## src/rtl/load_unit_pkg.sv

```systemverilog
// Shared load-op encodings and helpers for the load unit.
// Encodings follow the RISC-V funct3 values for loads.
package load_unit_pkg;

  localparam int LOAD_OP_WIDTH = 3;

  localparam logic [LOAD_OP_WIDTH-1:0] LOAD_OP_LB  = 3'b000;
  localparam logic [LOAD_OP_WIDTH-1:0] LOAD_OP_LH  = 3'b001;
  localparam logic [LOAD_OP_WIDTH-1:0] LOAD_OP_LW  = 3'b010;
  localparam logic [LOAD_OP_WIDTH-1:0] LOAD_OP_LBU = 3'b100;
  localparam logic [LOAD_OP_WIDTH-1:0] LOAD_OP_LHU = 3'b101;

  function automatic logic op_legal(input logic [LOAD_OP_WIDTH-1:0] op);
    return (op == LOAD_OP_LB) || (op == LOAD_OP_LH) ||
           (op == LOAD_OP_LW) || (op == LOAD_OP_LBU) ||
           (op == LOAD_OP_LHU);
  endfunction

  function automatic logic op_misaligned(
    input logic [LOAD_OP_WIDTH-1:0] op,
    input logic [1:0]               lo
  );
    logic mis;
    mis = 1'b0;
    if (op == LOAD_OP_LH || op == LOAD_OP_LHU) mis = lo[0];
    if (op == LOAD_OP_LW) mis = (lo != 2'b00);
    return mis;
  endfunction

endpackage

```

## src/rtl/load_alignment.sv

```systemverilog
// Selects the addressed byte/halfword from a memory word and
// sign- or zero-extends it to 32 bits.
module load_alignment
  import load_unit_pkg::*;
(
  input  logic [1:0]               addr,
  input  logic [LOAD_OP_WIDTH-1:0] LOADop,
  input  logic [31:0]              word,
  output logic [31:0]              data
);

  logic [7:0]  byte_sel;
  logic [15:0] half_sel;

  // Pick byte and halfword lanes, then extend by op type
  always_comb begin
    byte_sel = word[7:0];
    half_sel = addr[1] ? word[31:16] : word[15:0];
    data     = '0;
    unique case (addr)
      2'd0: byte_sel = word[7:0];
      2'd1: byte_sel = word[15:8];
      2'd2: byte_sel = word[23:16];
      2'd3: byte_sel = word[31:24];
      default: byte_sel = word[7:0];
    endcase
    unique case (LOADop)
      LOAD_OP_LB:  data = {{24{byte_sel[7]}}, byte_sel};
      LOAD_OP_LBU: data = {24'h0, byte_sel};
      LOAD_OP_LH:  data = {{16{half_sel[15]}}, half_sel};
      LOAD_OP_LHU: data = {16'h0, half_sel};
      LOAD_OP_LW:  data = word;
      default:     data = '0;
    endcase
  end

endmodule

```

## src/rtl/load_unit.sv

```systemverilog
// Single-outstanding load unit: issues one word read, waits for
// mem_ready with a timeout, and returns aligned/extended data.
module load_unit
  import load_unit_pkg::*;
#(
  parameter int TIMEOUT_CYCLES = 255
) (
  input  logic                     clk,
  input  logic                     rst,
  input  logic                     start,
  input  logic [31:0]              addr,
  input  logic [LOAD_OP_WIDTH-1:0] LOADop,
  output logic                     busy,
  output logic                     mem_valid,
  output logic [31:0]              mem_addr,
  input  logic                     mem_ready,
  input  logic [31:0]              mem_rdata,
  output logic                     done,
  output logic [31:0]              result,
  output logic                     misaligned,
  output logic                     access_fault
);

  localparam int CW = $clog2(TIMEOUT_CYCLES + 1);
  localparam logic [CW-1:0] LAST = CW'(TIMEOUT_CYCLES - 1);

  typedef enum logic [1:0] {
    S_IDLE,
    S_REQ,
    S_DONE
  } state_t;

  state_t                   state;
  state_t                   state_nxt;
  logic [31:0]              addr_q;
  logic [LOAD_OP_WIDTH-1:0] op_q;
  logic [CW-1:0]            cnt;
  logic [31:0]              aligned;
  logic                     bad_align;
  logic                     legal;
  logic                     timeout;

  assign legal     = op_legal(LOADop);
  assign bad_align = op_misaligned(LOADop, addr[1:0]);
  assign timeout   = (cnt == LAST);
  assign mem_addr  = {addr_q[31:2], 2'b00};

  load_alignment u_align (
    .addr   (addr_q[1:0]),
    .LOADop (op_q),
    .word   (mem_rdata),
    .data   (aligned)
  );

  // State register
  always_ff @(posedge clk or posedge rst) begin
    if (rst) state <= S_IDLE;
    else     state <= state_nxt;
  end

  // Next-state: illegal/misaligned requests skip the memory phase
  always_comb begin
    state_nxt = state;
    unique case (state)
      S_IDLE: begin
        if (start) begin
          if (!legal || bad_align) state_nxt = S_DONE;
          else                     state_nxt = S_REQ;
        end
      end
      S_REQ: begin
        if (mem_ready || timeout) state_nxt = S_DONE;
      end
      S_DONE:  state_nxt = S_IDLE;
      default: state_nxt = S_IDLE;
    endcase
  end

  // Handshake outputs decoded from state
  always_comb begin
    busy      = (state != S_IDLE);
    mem_valid = (state == S_REQ);
    done      = (state == S_DONE);
  end

  // Request latch, wait counter and held result/flags
  always_ff @(posedge clk or posedge rst) begin
    if (rst) begin
      addr_q       <= '0;
      op_q         <= '0;
      cnt          <= '0;
      result       <= '0;
      misaligned   <= 1'b0;
      access_fault <= 1'b0;
    end else begin
      if (state == S_IDLE && start) begin
        addr_q       <= addr;
        op_q         <= LOADop;
        cnt          <= '0;
        result       <= '0;
        misaligned   <= legal && bad_align;
        access_fault <= 1'b0;
      end else if (state == S_REQ) begin
        if (mem_ready)    result       <= aligned;
        else if (timeout) access_fault <= 1'b1;
        else              cnt          <= cnt + 1'b1;
      end
    end
  end

endmodule

```

## config.mk

```make
export PLATFORM = sky130hd
export DESIGN_NAME = load_unit
export DESIGN_NICKNAME = d
export VERILOG_FILES = /design/src/rtl/load_unit_pkg.sv /design/src/rtl/load_alignment.sv /design/src/rtl/load_unit.sv
export SDC_FILE = /design/constraint.sdc
export NUM_CORES = 1
export LEC_CHECK = 0
export BUFFER_PORTS_ARGS = -buffer_cell sky130_fd_sc_hd__buf_2
export CAP_MARGIN = 5
export CORE_MARGIN = 10
export CORE_UTILIZATION = 54
export CTS_CLUSTER_SIZE = 30
export DETAILED_ROUTE_END_ITERATION = 7
export GPL_TIMING_DRIVEN = 0
export PLACE_DENSITY = 0.9
export SLEW_MARGIN = 25
export SYNTH_ARGS = -nofsm -noshare
export SYNTH_HDL_FRONTEND = slang
export SYNTH_SLANG_ARGS = --single-unit
```

## constraint.sdc

```tcl
create_clock -name clk -period 4.11 [get_ports clk]
set_clock_uncertainty 0.15 [all_clocks]
set_input_delay 0.2055 -clock clk [delete_from_list [all_inputs] [get_ports clk]]
set_output_delay 0.2055 -clock clk [all_outputs]
set_load 0.02 [all_outputs]
```

======== Yosys cells after proc, flatten, opt, wreduce, memory -nomap -nowiden ========
Index checks and enable logic that the tools add are counted.
W data, S select, Z words.
word-level totals
  output and inout bits ................... 69
  register bits ........................... 79
  logic and storage cells ................. 69
operators by class
  equality and inequality tests ........... 18
  muxes and demuxes ....................... 20
  reductions and logical operators ........ 23
  add/subtract/negate cells ............... 1
operator list
  operator               count
  $pmux W32 S5           1
  $mux W32               3
  $mux W8                4
  $pmux W8 S4            1
  $mux W16               1
  $eq A3 B3 Y1 const B   4
  $reduce_bool A2 Y1     5
  $add A8 B1 Y8 const B  1
  $eq A8 B8 Y1 const B   1
  $logic_or A1 B1 Y1     7
  $eq A2 B2 Y1 const B   3
  $eq A3 B1 Y1 const B   2
  $eq A3 B2 Y1 const B   2
  $logic_not A3 Y1       2
  $mux W1                6
  $mux W2                3
  $ne A2 B1 Y1 const B   3
  $reduce_and A3 Y1      2
  $eq A2 B1 Y1 const B   2
  $logic_not A2 Y1       2
  $pmux W2 S2            1
  $reduce_and A2 Y1      2
  $logic_and A1 B1 Y1    2
  $ne A2 B2 Y1 const B   1
  $logic_not A1 Y1       1

======== Longest topological paths before layout ========
Gate-level depths: netlist (run 1).
  depth in word-level cells ............... 10
  mapped depth ............................ 8
  depth with buffers taken out ............ 6

======== By module ========
A second synthesis (run 1) with hierarchy kept.
unflattened totals
  cells, all modules ...................... 453
  area total of the unflattened synthesis .. 4,546.9 µm²
by module, submodules not included
  module          cells each  times used  seq. area each (µm²)  area an instance (µm²)
  load_unit       325         1           1,976.9               3,480.8
  load_alignment  128         1           0.0                   1,066.0

======== Worst setup path before layout (run 1) ========
Ideal clock, no wire load.
  kind .................................... register -> register
  from .................................... reg state[0]
  to ...................................... reg result[16]
  library setup time ...................... 0.126 ns
  path buffers ............................ 3
  setup slack ............................. 2.284 ns
  period minus slack after synthesis ...... 1.826 ns
  arrival ................................. 1.550 ns
  stages on the path, launching flop included .. 8
  path through ............................ dfrtp_1 nor2b_2 and3_4 buf_6 and2_1 buf_6 buf_6 a221o_1
on the way
  elaborated cells between the ends (all ways) .. 7
RTL lines
  element                              RTL line          source
  start: declaration                   load_unit.sv:33   state_t state;
  start signal: assignment             load_unit.sv:58   else state <= state_nxt;
  $eq A2 B1 Y1                         n/a
  named net mem_valid                  load_unit.sv:14   output logic mem_valid,
  $reduce_bool A2 Y1 (no source line)  n/a
  $reduce_and A2 Y1 (no source line)   n/a
  end signal: assignment               load_unit.sv:104  if (mem_ready) result <= aligned;
  end: declaration                     load_unit.sv:19   output logic [31:0] result,
The timed path passes the listed nets, and every way through them passes these cells.
A chain may end at the register's enable or synchronous reset.

======== Worst setup path in the final report (run 1) ========
  from .................................... reg op_q[0]
  to ...................................... reg result[16]
on the way
  cells in the longest elaborated chain, start to end .. 5
  elaborated cells between the ends (all ways) .. 9
ends and longest elaborated chain
  element                               RTL line              source
  start: declaration                    load_unit.sv:36       logic [LOAD_OP_WIDTH-1:0] op_q;
  start signal: assignment              load_unit.sv:98       op_q <= LOADop;
  $eq A3 B2 Y1 (tied with other cells)  load_alignment.sv:27  unique case (LOADop)
  $pmux W32 S5 *                        load_alignment.sv:27
  $mux W32 *                            load_unit.sv:104
  $mux W32 *                            load_unit.sv:103      end else if (state == S_REQ) begin
  $mux W32 *                            load_unit.sv:96       if (state == S_IDLE && start) begin
Mark *: on every way between the ends. The rest lies on a longest branch, timed or not. The select of a mux whose other input is x is not followed.

==> reports/qor_table.md, run 1 <==
| Step | Result | Value |
|---|---|---|
| power | Leakage power summed over all cells | 2.928 nW |
| worst setup path | Classification of the worst setup path | flop to flop |
| worst setup path | Crit path launch | op_q[0] |
| detailed routing | Post-route ant nets | 0 |
| logic synthesis | Number of unique standard cell types used by synthesis | 46 |
| worst setup path | R2r endpoint | result[16] |
| clock tree | CTS H-Tree Depth | 3 |
| logic synthesis | Top_reg_cell synth | dfrtp_1 |
| final layout | Non-filler instance count after layout | 708 |
| grt | Overall overflow remaining after global route | 0 |
| grt | First-pass GRT wire length | 21870 um |
| placement | Post-placement worst setup slack | 2085 ps |
| logic synthesis | Mapped cell area | 3884 sq um |
| worst hold path | Path class of the lowest-slack min-delay path | input port to flop |
| timing | Worst-margin pin slew | 599.1 ps |
| run | Maximum Capacitance Violations | 0 |
| detailed routing | Via count of the routed design | 3925 |
| power | Total power density per cell area | 646.7 nW/um^2 |
| final layout | Layout overhead on the synthesized area | 40.85% |
| final layout | Final cell area excluding filler cells | 5470 sq um |
| placement | Instance area after placement | 4723 sq um |
| die | Initial standard-cell utilization of the core | 56.23% |
| final layout | Proportion of layout cells with a drive suffix above 1 | 34.10% |
| clock tree | Max Root-Sink Buffers | 2 |
| timing | Sum of negative setup slack | 0 ps |
| placement | Number of placed instances, taps included | 638 |
| timing | RSZ-0062 raised after global routing | false |
| clock tree | # clock sinks | 79 |
| die | Die height | 104.8 um |
| worst setup path | Endpoint required time on the critical path | 4260 ps |
| timing | Share of the clock period used by the worst path | 50.01% |
| logic synthesis | Number of storage elements in the synthesis netlist | 79 |
| worst setup path | Worst Path Max Fanout | 10 |
| logic synthesis | Number of synthesis warnings | 0 |
| worst setup path | Reg2reg start | op_q[0] |
| placement | Detailed Place HPWL | 8777 um |
| detailed routing | First-pass DRT Iterations | 5 |
| grt | Pin count of the biggest net entering global routing | 57 |
| die | Boundary Pins | 140 |
| power | Design Power | 3.538 mW |
| clock tree | Hold bufs inserted after CTS | 52 |
| clock tree | Clock tree from TritonCTS | yes |
| logic synthesis | Number of flops mapped to enable cells by yosys | 0 |
| final layout | Number of nets in the finished design | 678 |
| placement | Number of I/O port buffers | 137 |
| clock tree | Clock insertion delay at the later pin of the skew report | 360 ps |
| worst setup path | Crit path to | result[16] |
| timing | Smallest hold slack | 11.61 ps |
| logic synthesis | Cell count after synthesis | 403 |
| worst setup path | Arrival time worst endpoint | 2200 ps |
| clock tree | Buffer count from post-CTS setup fixing | 0 |
| worst setup path | Reg-to-reg slack, setup | 2050 ps |
| timing | Highest clock frequency the design can meet | 486.5 MHz |
| timing | Endpoints failing hold | 0 |
| worst setup path | Sort of element at the end of the critical path | flop |
| worst setup path | Number of cells on the worst reg-to-reg path | 7 |
| clock tree | Library cell used as clock root buffer | clkbuf_8 |
| clock tree | Number of buffers inserted during clock tree synthesis | 9 |
| timing | Total of endpoints with negative setup slack in the final report | 0 |
| clock tree | Number of gates resized after CTS | 0 |
| clock tree | Clock-pin slew on the worst setup and hold paths | 90 ps |
| timing | Shortest clock period the worst path allows after layout | 2056 ps |
| die | Horiz. Die Dim | 104.8 um |
| grt | Number of antenna violations at the first check in global routing | 2 |
| power | Highest ir drop seen on vdd | 418.1 uV |
| die | Die Area | 10980 sq um |
| detailed routing | Wire length reported by the detailed router | 13340 um |
| final layout | Utilization after layout | 79.20% |
| die | Std-Cell Core Area | 6907 sq um |
| grt | Overall track demand over capacity in global routing | 24.20% |
| detailed routing | First-iteration detailed-routing DRC count | 244 |
| die | # rows | 30 |
| run status | Status | complete, no violations |
| timing | Relative slew slack | 59.89% |
| grt | Number of global-route vias before repair | 4268 |
| placement | Final weighted congestion in routability-driven placement | 0.9013 |
| timing | Final setup slack of the worst path | 2054 ps |
| worst hold path | Launch instance of the worst min-delay path | start |
| logic synthesis | Sequential cell area fraction in the yosys report | 50.90% |
| worst setup path | Startpoint type of the worst setup path | flop |
| detailed routing | Routed WL per cell | 18.84 um |
| detailed routing | Via-to-Cell Ratio | 5.544 |
| detailed routing | DRC viols | 0 |
| logic synthesis | Synthesized area per cell | 9.637 sq um |
| timing | Number of slew-limit violations in the final report | 0 |
| logic synthesis | Proportion of register bits with asynchronous set or reset after synthesis | 100.0% |
## worst min-delay path by stage
| stage | to | slack (ps) | cells past startpoint |
|---|---|---|---|
| after global routing | state[1] | 50 | 3 |
| after floorplan | addr_q[0] | 160 | 2 |
| after CTS | state[1] | 0.7 | 3 |
| final | state[1] | 10 | 3 |
| after global placement | addr_q[29] | 250 | 3 |
| after detailed placement | result[20] | 40 | 2 |
## worst max-delay path, stage by stage, from the launching register on
cell and delay, ps:
dfrtp_1 380, buf_6 140, nor2b_1 110, buf_4 200, a32oi_2 130, a211oi_2 530
buf_6 230, a221o_1 120
## synthesized netlist by cell type (5+ instances only)
cell	instances	area, sq um
mux2i_1	10	100.1
nor2_1	17	63.81
nand3_1	5	25.02
o21ai_0	12	60.06
inv_1	5	18.77
buf_6	5	56.30
a22o_1	8	70.07
buf_4	33	247.7
o211ai_1	8	60.06
o221ai_1	8	70.07
a2bb2oi_1	7	61.31
a221o_1	16	160.2
dfrtp_1	79	1977
clkbuf_1	11	41.29
nand2_1	132	495.5
## metal layers
layer	track usage [%]	vias to the layer above	part of all wire [%]
li1	-	1757	-
met1	26.42	1897	38
met2	41.28	230	49
met3	8.538	41	10
met4	11.08	0	3.4
met5	0	-	0
## final cells by class
cell class	instances	area (sq um)
buffer	54	367.9
tap	96	120.1
fill	473	1436
multi-input combinational	266	1524
antenna	2	5.005
timing repair buffer	190	1234
clock inverter	6	83.83
clock buffer	10	137.6
inverter	5	21.27
sequential	79	1977
## power breakdown
group / internal [mW] / switching [mW]
clock network: 0.357 / 0.298
logic: 0.677 / 0.995
registers: 1.03 / 0.180
## flip-flops by register name (all words and copies together), names as in the netlist
name / count
access_fault: 1
addr_q: 32
cnt: 8
misaligned: 1
op_q: 3
result: 32
state: 2
## kinds of logic after synthesis
group / share of synthesized area, %
AND/OR/NAND/NOR: 18.56
XOR/XNOR: 0.6767
other: 0.09656
adder cells (fa/ha/maj): 0.6442
AO/OA/AOI/OAI: 15.72
multiplexers: 3.447
flip-flops: 50.90
buffers and inverters: 9.955
## layout by cell type, fill, tap and decap left out, types with 4 or more instances in the layout
cell           instances
a221o_1               16
a22o_1                 8
a2bb2oi_1              7
buf_2                140
buf_4                 33
buf_6                  5
clkbuf_1              11
clkbuf_8              10
dfrtp_1               79
dlygate4sd3_1         52
inv_1                  4
mux2i_1               10
nand2_1              132
nand3_1                5
nor2_1                17
o211ai_1               8
o21ai_0               12
o221ai_1               8
(Power assumes the default switching activity.)
==> run 2: changes to the inputs <==
Settings changed: CORE_UTILIZATION 54 to 45, PLACE_DENSITY 0.9 to 0.8.
Clock period 4.11 ns to 1.87 ns, I/O delays scaled along.
==> run 2 against run 1 <==
Net effect: the flow now finishes with violations (negative setup slack); total power is 130% higher; maximum frequency rose by 7.1%; critical path depth fell by 2; worst hold slack better by 63 ps; clock power rose to 2.6 times the previous value; setup slack worse by 2100 ps; sequential power is 120% higher; clock-buffer cell count down 1; combinational power is 130% higher; global-route usage decreased by 3.8 points; non-clock buffer count increased by 25; first-iteration DRC count is 15% lower; critical path type unchanged; critical endpoint unchanged; largest cell class unchanged; largest power group unchanged.
==> reports/qor_table.md, run 2 (synthesized netlist as in run 1, its figures left out) <==
| Step | Result | Value | Delta |
|---|---|---|---|
| run status | Status | complete, but fails checks |  |
| run status | Failing checks | negative setup slack |  |
| worst setup path | Arrival time worst endpoint | 2000 ps | -200 ps |
| timing | Highest clock frequency the design can meet | 521.2 MHz | +7.1% |
| grt | Overall track demand over capacity in global routing | 20.36% | -3.8 points |
| final layout | Seq. cell area | 1978 sq um | about the same |
| die | Die Area | 12750 sq um | +16% |
| worst setup path | Critical path buffer and inverter count | 1 | -2 |
| die | # rows | 33 | +10% |
| timing | Endpoints failing hold | 0 | unchanged |
| grt | First-pass GRT wire length | 21420 um | -2.0% |
| final layout | Total area of multi-input combinational cells | 1599 sq um | +4.9% |
| final layout | Most common library cell in the layout ignoring fill and taps | buf_2 |  |
| clock tree | Clock-pin slew on the worst setup and hold paths | 100 ps | about the same |
| grt | Number of global-route vias before repair | 4161 | -2.5% |
| worst setup path | Startpoint type of the worst setup path | flop |  |
| detailed routing | Post-route ant nets | 0 | unchanged |
| power | Total power density per cell area | 1414 nW/um^2 | +120% |
| placement | Number of I/O port buffers | 137 | unchanged |
| worst setup path | Endpoint required time on the critical path | 1950 ps | -2310 ps |
| clock tree | Library cell used as clock root buffer | clkbuf_8 |  |
| timing | Relative slew slack | 53.14% | -6.7 points |
| placement | Post-placement worst setup slack | -166.4 ps | -2251 ps |
| die | Initial standard-cell utilization of the core | 46.80% | -9.4 points |
| final layout | Number of nets in the finished design | 703 | +3.7% |
| die | Die height | 112.9 um | +7.7% |
| detailed routing | Via-to-Cell Ratio | 5.270 | -4.9% |
| final layout | FILL cells | 587 | +24% |
| final layout | Proportion of layout cells with a drive suffix above 1 | 36.38% | +2.3 points |
| worst setup path | Series of cell instances along the critical path | mux2_4 -> a32oi_4 -> a211oi_4 -> buf_6 -> a221o_1 |  |
| worst setup path | Sort of element at the end of the critical path | flop |  |
| detailed routing | Wire length reported by the detailed router | 13290 um | -0.34% |
| worst setup path | Highest cell delay on the worst timing path | 440 ps | -90 ps |
| timing | RSZ-0062 raised after global routing | true |  |
| detailed routing | First-iteration detailed-routing DRC count | 208 | -15% |
| clock tree | # clock sinks | 79 | unchanged |
| final layout | Utilization after layout | 70.62% | -8.6 points |
| grt | Number of antenna violations at the first check in global routing | 1 | -1 |
| timing | Final setup slack of the worst path | -48.76 ps | -2103 ps |
| timing | Number of slew-limit violations in the final report | 0 | unchanged |
| clock tree | Number of buffers inserted during clock tree synthesis | 9 | unchanged |
| power | Leakage power summed over all cells | 3.084 nW | +5.3% |
| clock tree | Max Root-Sink Buffers | 2 | unchanged |
| grt | Pin count of the biggest net entering global routing | 31 | -46% |
| detailed routing | Routed WL per cell | 17.94 um | -4.8% |
| detailed routing | First-pass DRT Iterations | 5 | unchanged |
| worst setup path | Slowest stage cell on the critical path | dfrtp_1 |  |
| clock tree | CTS H-Tree Depth | 3 | unchanged |
| die | Std-Cell Core Area | 8299 sq um | +20% |
| timing | Shortest clock period the worst path allows after layout | 1919 ps | -136.9 ps |
| placement | Detailed Place HPWL | 8770 um | about the same |
| timing | Worst-margin pin slew | 701.4 ps | +102.4 ps |
| worst setup path | Cell class contributing the biggest share of worst-path delay | compound AO/OA/AOI/OAI gates |  |
| final layout | Commonest cells after routing, fill and taps aside | 138 x buf_2, 132 x nand2_1, 78 x dfrtp_1, 69 x dlygate4sd3_1, 40 x buf_4 |  |
| worst hold path | Path class of the lowest-slack min-delay path | input port to flop |  |
| timing | Total of endpoints with negative setup slack in the final report | 6 | +6 |
| run | Maximum Capacitance Violations | 0 | unchanged |
| worst setup path | Classification of the worst setup path | flop to flop |  |
| worst setup path | Worst Path Max Fanout | 5 | -5 |
| placement | Final weighted congestion in routability-driven placement | 0.8239 | -8.6% |
| final layout | Layout overhead on the synthesized area | 50.90% |  |
| detailed routing | Via count of the routed design | 3905 | -0.51% |
| power | Highest ir drop seen on vdd | 997.5 uV | +140% |
| die | Boundary Pins | 140 | unchanged |
| clock tree | Clock tree from TritonCTS | yes |  |
| grt | Overall overflow remaining after global route | 0 | unchanged |
| final layout | Biggest registers after layout | addr_q (32), result (32), cnt (8) |  |
| detailed routing | DRC viols | 0 | unchanged |
| timing | Share of the clock period used by the worst path | 102.6% | +53 points |
| clock tree | Clock insertion delay at the later pin of the skew report | 370 ps | about the same |
| die | Horiz. Die Dim | 112.9 um | +7.7% |
[run 2: metrics by stage]
| step | setup TNS, ps | hold WS [ps] | cell area [sq um] | std cells | total power [mW] |
|---|---|---|---|---|---|
| floorplan | 0 | 48.94 | 3891 | 404 | 5.051 |
| global placement | -603.3 | 133.0 | 4708 | 646 | 6.022 |
| detailed placement | -1561 | 91.35 | 4748 | 648 | 6.136 |
| CTS | 0 | 41.80 | 5757 | 736 | 8.060 |
| global route | -504.6 | 128.2 | 5861 | 741 | 8.785 |
| finish | -98.65 | 74.39 | 5861 | 741 | 8.284 |
[run 2: what timing repair did]
action / 4_1_cts / 5_1_grt
gates resized for setup: 6 / 27
setup buffers: 3 / 4
endpoints found under the hold margin: 98 / 0
gates cloned: 0 / 1
pin swaps: 2 / 2
endpoints found under the setup margin: 16 / 72
hold buffers: 69 / 0
[run 2: final cells by class]
class                           count  share of cell area (%)
Timing Repair Buffer              216                   25.32
Inverter                            5                  0.3843
Sequential cell                    79                   33.75
Antenna cell                        1                 0.04270
Tap cell                          105                   2.242
Clock buffer                        9                   2.114
Multi-Input combinational cell    266                   27.28
Buffer                             53                   6.383
Clock inverter                      7                   2.477
[run 2: where the power goes]
group	switching [mW]	internal, mW	total [mW]
Combinational	2.23	1.66	3.89
Sequential	0.401	2.27	2.67
Clock	0.702	1.03	1.73
Total	3.33	4.95	8.28
[run 2: routing by layer]
metal | routed length [um] | vias up | track usage [%]
li1 | - | 1802 | -
met1 | 5446 | 1842 | 24.39
met2 | 6102 | 224 | 32.76
met3 | 1346 | 37 | 6.815
met4 | 397 | 0 | 8.545
met5 | 0 | - | 0
[run 2: worst reg2reg max path, stage by stage, from the launching register on]
cell and delay [ps]:
dfrtp_1 440, mux2_4 360, a32oi_4 270, a211oi_4 120, buf_6 150, a221o_1 290
[run 2: final timing paths]
| check | startpoint | end | slack [ps] | depth (start not counted) |
|---|---|---|---|---|
| max in group asynchronous | rst | result[22] | 580 | 5 |
| hold / removal | mem_rdata[7] | result[7] | 70 | 4 |
| setup reg to reg | addr_q[1] | result[16] | -50 | 5 |
| setup / recovery | addr_q[1] | result[16] | -50 | 5 |
| hold reg to reg | addr_q[20] | addr_q[20] | 330 | 2 |
| min in group asynchronous | rst | result[12] | 220 | 3 |
==> run 3: changes to the inputs <==
Settings changed: CORE_ASPECT_RATIO set to 1.1, CORE_UTILIZATION 45 to 43, PLACE_DENSITY 0.8 to 0.78.
==> run 3 against run 2 <==
Net effect: the flow now finishes without violations; non-clock buffer count shrank 5; sequential power about the same; final area shrank 1.9%; maximum frequency rose by 4.9%; global-route usage fell by 1.1 points; routed wire length shrank 1.8%; first-iteration DRC count decreased by 18%; critical path depth unchanged; final cell count up 0.40%; clock-buffer cell count rose by 1.
==> reports/qor_table.md, run 3 (synthesized netlist as in run 1, its figures left out) <==
| Step | Result | Value | Delta |
|---|---|---|---|
| run status | Status | complete, no violations |  |
| worst setup path | Sort of element at the end of the critical path | flop |  |
| die | Boundary Pins | 140 | unchanged |
| timing | Number of slew-limit violations in the final report | 0 | unchanged |
| die | # rows | 36 | +9.1% |
| detailed routing | Routed WL per cell | 17.54 um | -2.2% |
| worst setup path | Endpoint required time on the critical path | 1950 ps | about the same |
| placement | Instance area after placement | 4767 sq um | +0.40% |
| timing | Worst-margin pin slew | 665.2 ps | -36.27 ps |
| clock tree | Clock-pin slew on the worst setup and hold paths | 80 ps | -20 ps |
| final layout | Non-filler instance count after layout | 744 | +0.40% |
| worst setup path | Startpoint type of the worst setup path | flop |  |
| placement | Number of I/O port buffers | 137 | unchanged |
| clock tree | Clock tree from TritonCTS | yes |  |
| clock tree | Number of buffers inserted during clock tree synthesis | 9 | unchanged |
| clock tree | Library cell used as clock root buffer | clkbuf_8 |  |
| worst setup path | Worst Path Max Fanout | 10 | +5 |
| die | Std-Cell Core Area | 8828 sq um | +6.4% |
| power | Total power density per cell area | 1367 nW/um^2 | -3.3% |
| timing | Relative slew slack | 55.56% | +2.4 points |
| timing | Total of endpoints with negative setup slack in the final report | 0 | -6 |
| detailed routing | Via count of the routed design | 3857 | -1.2% |
| die | Initial standard-cell utilization of the core | 43.99% | -2.8 points |
| final layout | FILL cells | 717 | +22% |
| worst setup path | Classification of the worst setup path | flop to flop |  |
| worst setup path | Slowest stage cell on the critical path | mux2_2 |  |
| placement | Final weighted congestion in routability-driven placement | 0.8444 | +2.5% |
| detailed routing | First-pass DRT Iterations | 5 | unchanged |
| detailed routing | Wire length reported by the detailed router | 13050 um | -1.8% |
| grt | Overall track demand over capacity in global routing | 19.31% | -1.1 points |
| clock tree | CTS H-Tree Depth | 3 | unchanged |
| final layout | Commonest cells after routing, fill and taps aside | 141 x buf_2, 132 x nand2_1, 77 x dfrtp_1, 66 x dlygate4sd3_1, 38 x buf_4 |  |
| clock tree | Max Root-Sink Buffers | 2 | unchanged |
| detailed routing | DRC viols | 0 | unchanged |
| detailed routing | Via-to-Cell Ratio | 5.184 | -1.6% |
| timing | Share of the clock period used by the worst path | 97.81% | -4.8 points |
| clock tree | Clock insertion delay at the later pin of the skew report | 340 ps | -30 ps |
| run | Maximum Capacitance Violations | 0 | unchanged |
| die | Horiz. Die Dim | 110.6 um | -2.0% |
| final layout | Biggest registers after layout | addr_q (32), result (32), cnt (8) |  |
| final layout | Final cell area excluding filler cells | 5751 sq um | -1.9% |
| die | Die height | 119.7 um | +6.0% |
| detailed routing | First-iteration detailed-routing DRC count | 170 | -18% |
| worst setup path | Number of cells on the worst reg-to-reg path | 5 | unchanged |
| power | Leakage power summed over all cells | 3.028 nW | -1.8% |
| worst setup path | Series of cell instances along the critical path | mux2_2 -> a32oi_4 -> a211oi_4 -> buf_6 -> a221o_1 |  |
| power | Design Power | 7.861 mW | -5.1% |
| grt | Pin count of the biggest net entering global routing | 31 | unchanged |
| final layout | Most common library cell in the layout ignoring fill and taps | buf_2 |  |
| clock tree | # clock sinks | 79 | unchanged |
| worst setup path | Arrival time worst endpoint | 1910 ps | -90 ps |
| final layout | Layout overhead on the synthesized area | 48.07% |  |
| final layout | Number of nets in the finished design | 698 | -0.71% |
| placement | Number of placed instances, taps included | 657 | +1.4% |
| timing | RSZ-0062 raised after global routing | true |  |
| timing | Endpoints failing hold | 0 | unchanged |
| timing | Shortest clock period the worst path allows after layout | 1829 ps | -89.73 ps |
| grt | First-pass GRT wire length | 21420 um | unchanged |
| power | Highest ir drop seen on vdd | 761.2 uV | -24% |
| worst hold path | Path class of the lowest-slack min-delay path | input port to flop |  |
| worst hold path | Count of cells along the worst hold path | 3 | -1 |
| timing | Highest clock frequency the design can meet | 546.7 MHz | +4.9% |
| timing | Smallest hold slack | 9.511 ps | -64.88 ps |
| placement | Detailed Place HPWL | 8909 um | +1.6% |
| final layout | Antenna Diode Count | 0 | -1 |
| grt | Number of antenna violations at the first check in global routing | 0 | -1 |
| grt | Number of global-route vias before repair | 4172 | +0.26% |
| detailed routing | Post-route ant nets | 0 | unchanged |
| grt | Overall overflow remaining after global route | 0 | unchanged |
| final layout | Proportion of layout cells with a drive suffix above 1 | 35.56% | -0.82 points |
| worst setup path | Highest cell delay on the worst timing path | 410 ps | -30 ps |
| die | Die Area | 13240 sq um | +3.9% |
## run 3: cell types whose count changed in the layout (fill, tap and decap cells not counted), sizes merged
cell / change
buf: +1
bufinv: -2
clkbuf: -2
clkinvlp: +1
diode: -1
dlygate4sd3: -3
## run 3: metrics by stage
stage / worst slack (ps) / util, % / TNS, ps
after floorplan: 43.68 / - / 0
after global placement: -62.55 / 53.46 / -600.4
after detailed placement: -108.3 / 54.00 / -1036
after CTS: 1.399 / 64.40 / 0
after global routing: -14.62 / 65.14 / -40.44
final: 40.97 / 65.14 / 0
## run 3: worst max-delay path, delay by kind of cell, from the launching register on
kind            cells  cell delay, ps
compound gates      3             610
mux                 1             410
flops               1             390
buf+inv             1             150
## run 3: path summary, 6_finish.rpt
path,start,endpoint,slack [ps]
max,addr_q[1],result[17],40
max in group asynchronous,rst,op_q[2],750
max reg2reg,addr_q[1],result[17],40
min reg2reg,result[7],result[7],330
min,mem_rdata[0],result[0],10
min in group asynchronous,rst,cnt[1],240
## run 3: routing by layer
metal,vias up,routed length (um),global-route usage (%)
met5,-,0,0
met4,0,298,7.248
met3,22,1236,7.324
met2,191,6433,33.00
met1,1848,5079,21.43
li1,1796,-,-
## run 3: what timing repair did
action                                  in CTS  in global routing
setup buffers                                3                  3
hold buffers                                66                  0
endpoints found under the setup margin      19                 65
resized for setup                            6                 22
endpoints found under the hold margin       92                  0
gates cloned                                 0                  0
pin swaps                                    2                  2
## run 3: final cells by class
| cell class | instances | area [sq um] | area share [%] |
|---|---|---|---|
| sequential | 79 | 1979 | 34.42 |
| multi-input combinational | 266 | 1573 | 27.35 |
| clock inverter | 6 | 85.08 | 1.480 |
| buffer | 53 | 377.9 | 6.571 |
| clock buffer | 10 | 127.6 | 2.219 |
| timing repair buffer | 211 | 1443 | 25.09 |
| inverter | 5 | 22.52 | 0.3916 |
| tap | 114 | 142.6 | 2.480 |
## run 3: power breakdown
part,switching [mW],leakage [nW],internal [mW]
combinational,2.18,1.89,1.62
sequential,0.391,1.03,2.27
clock,0.650,0.102,0.748
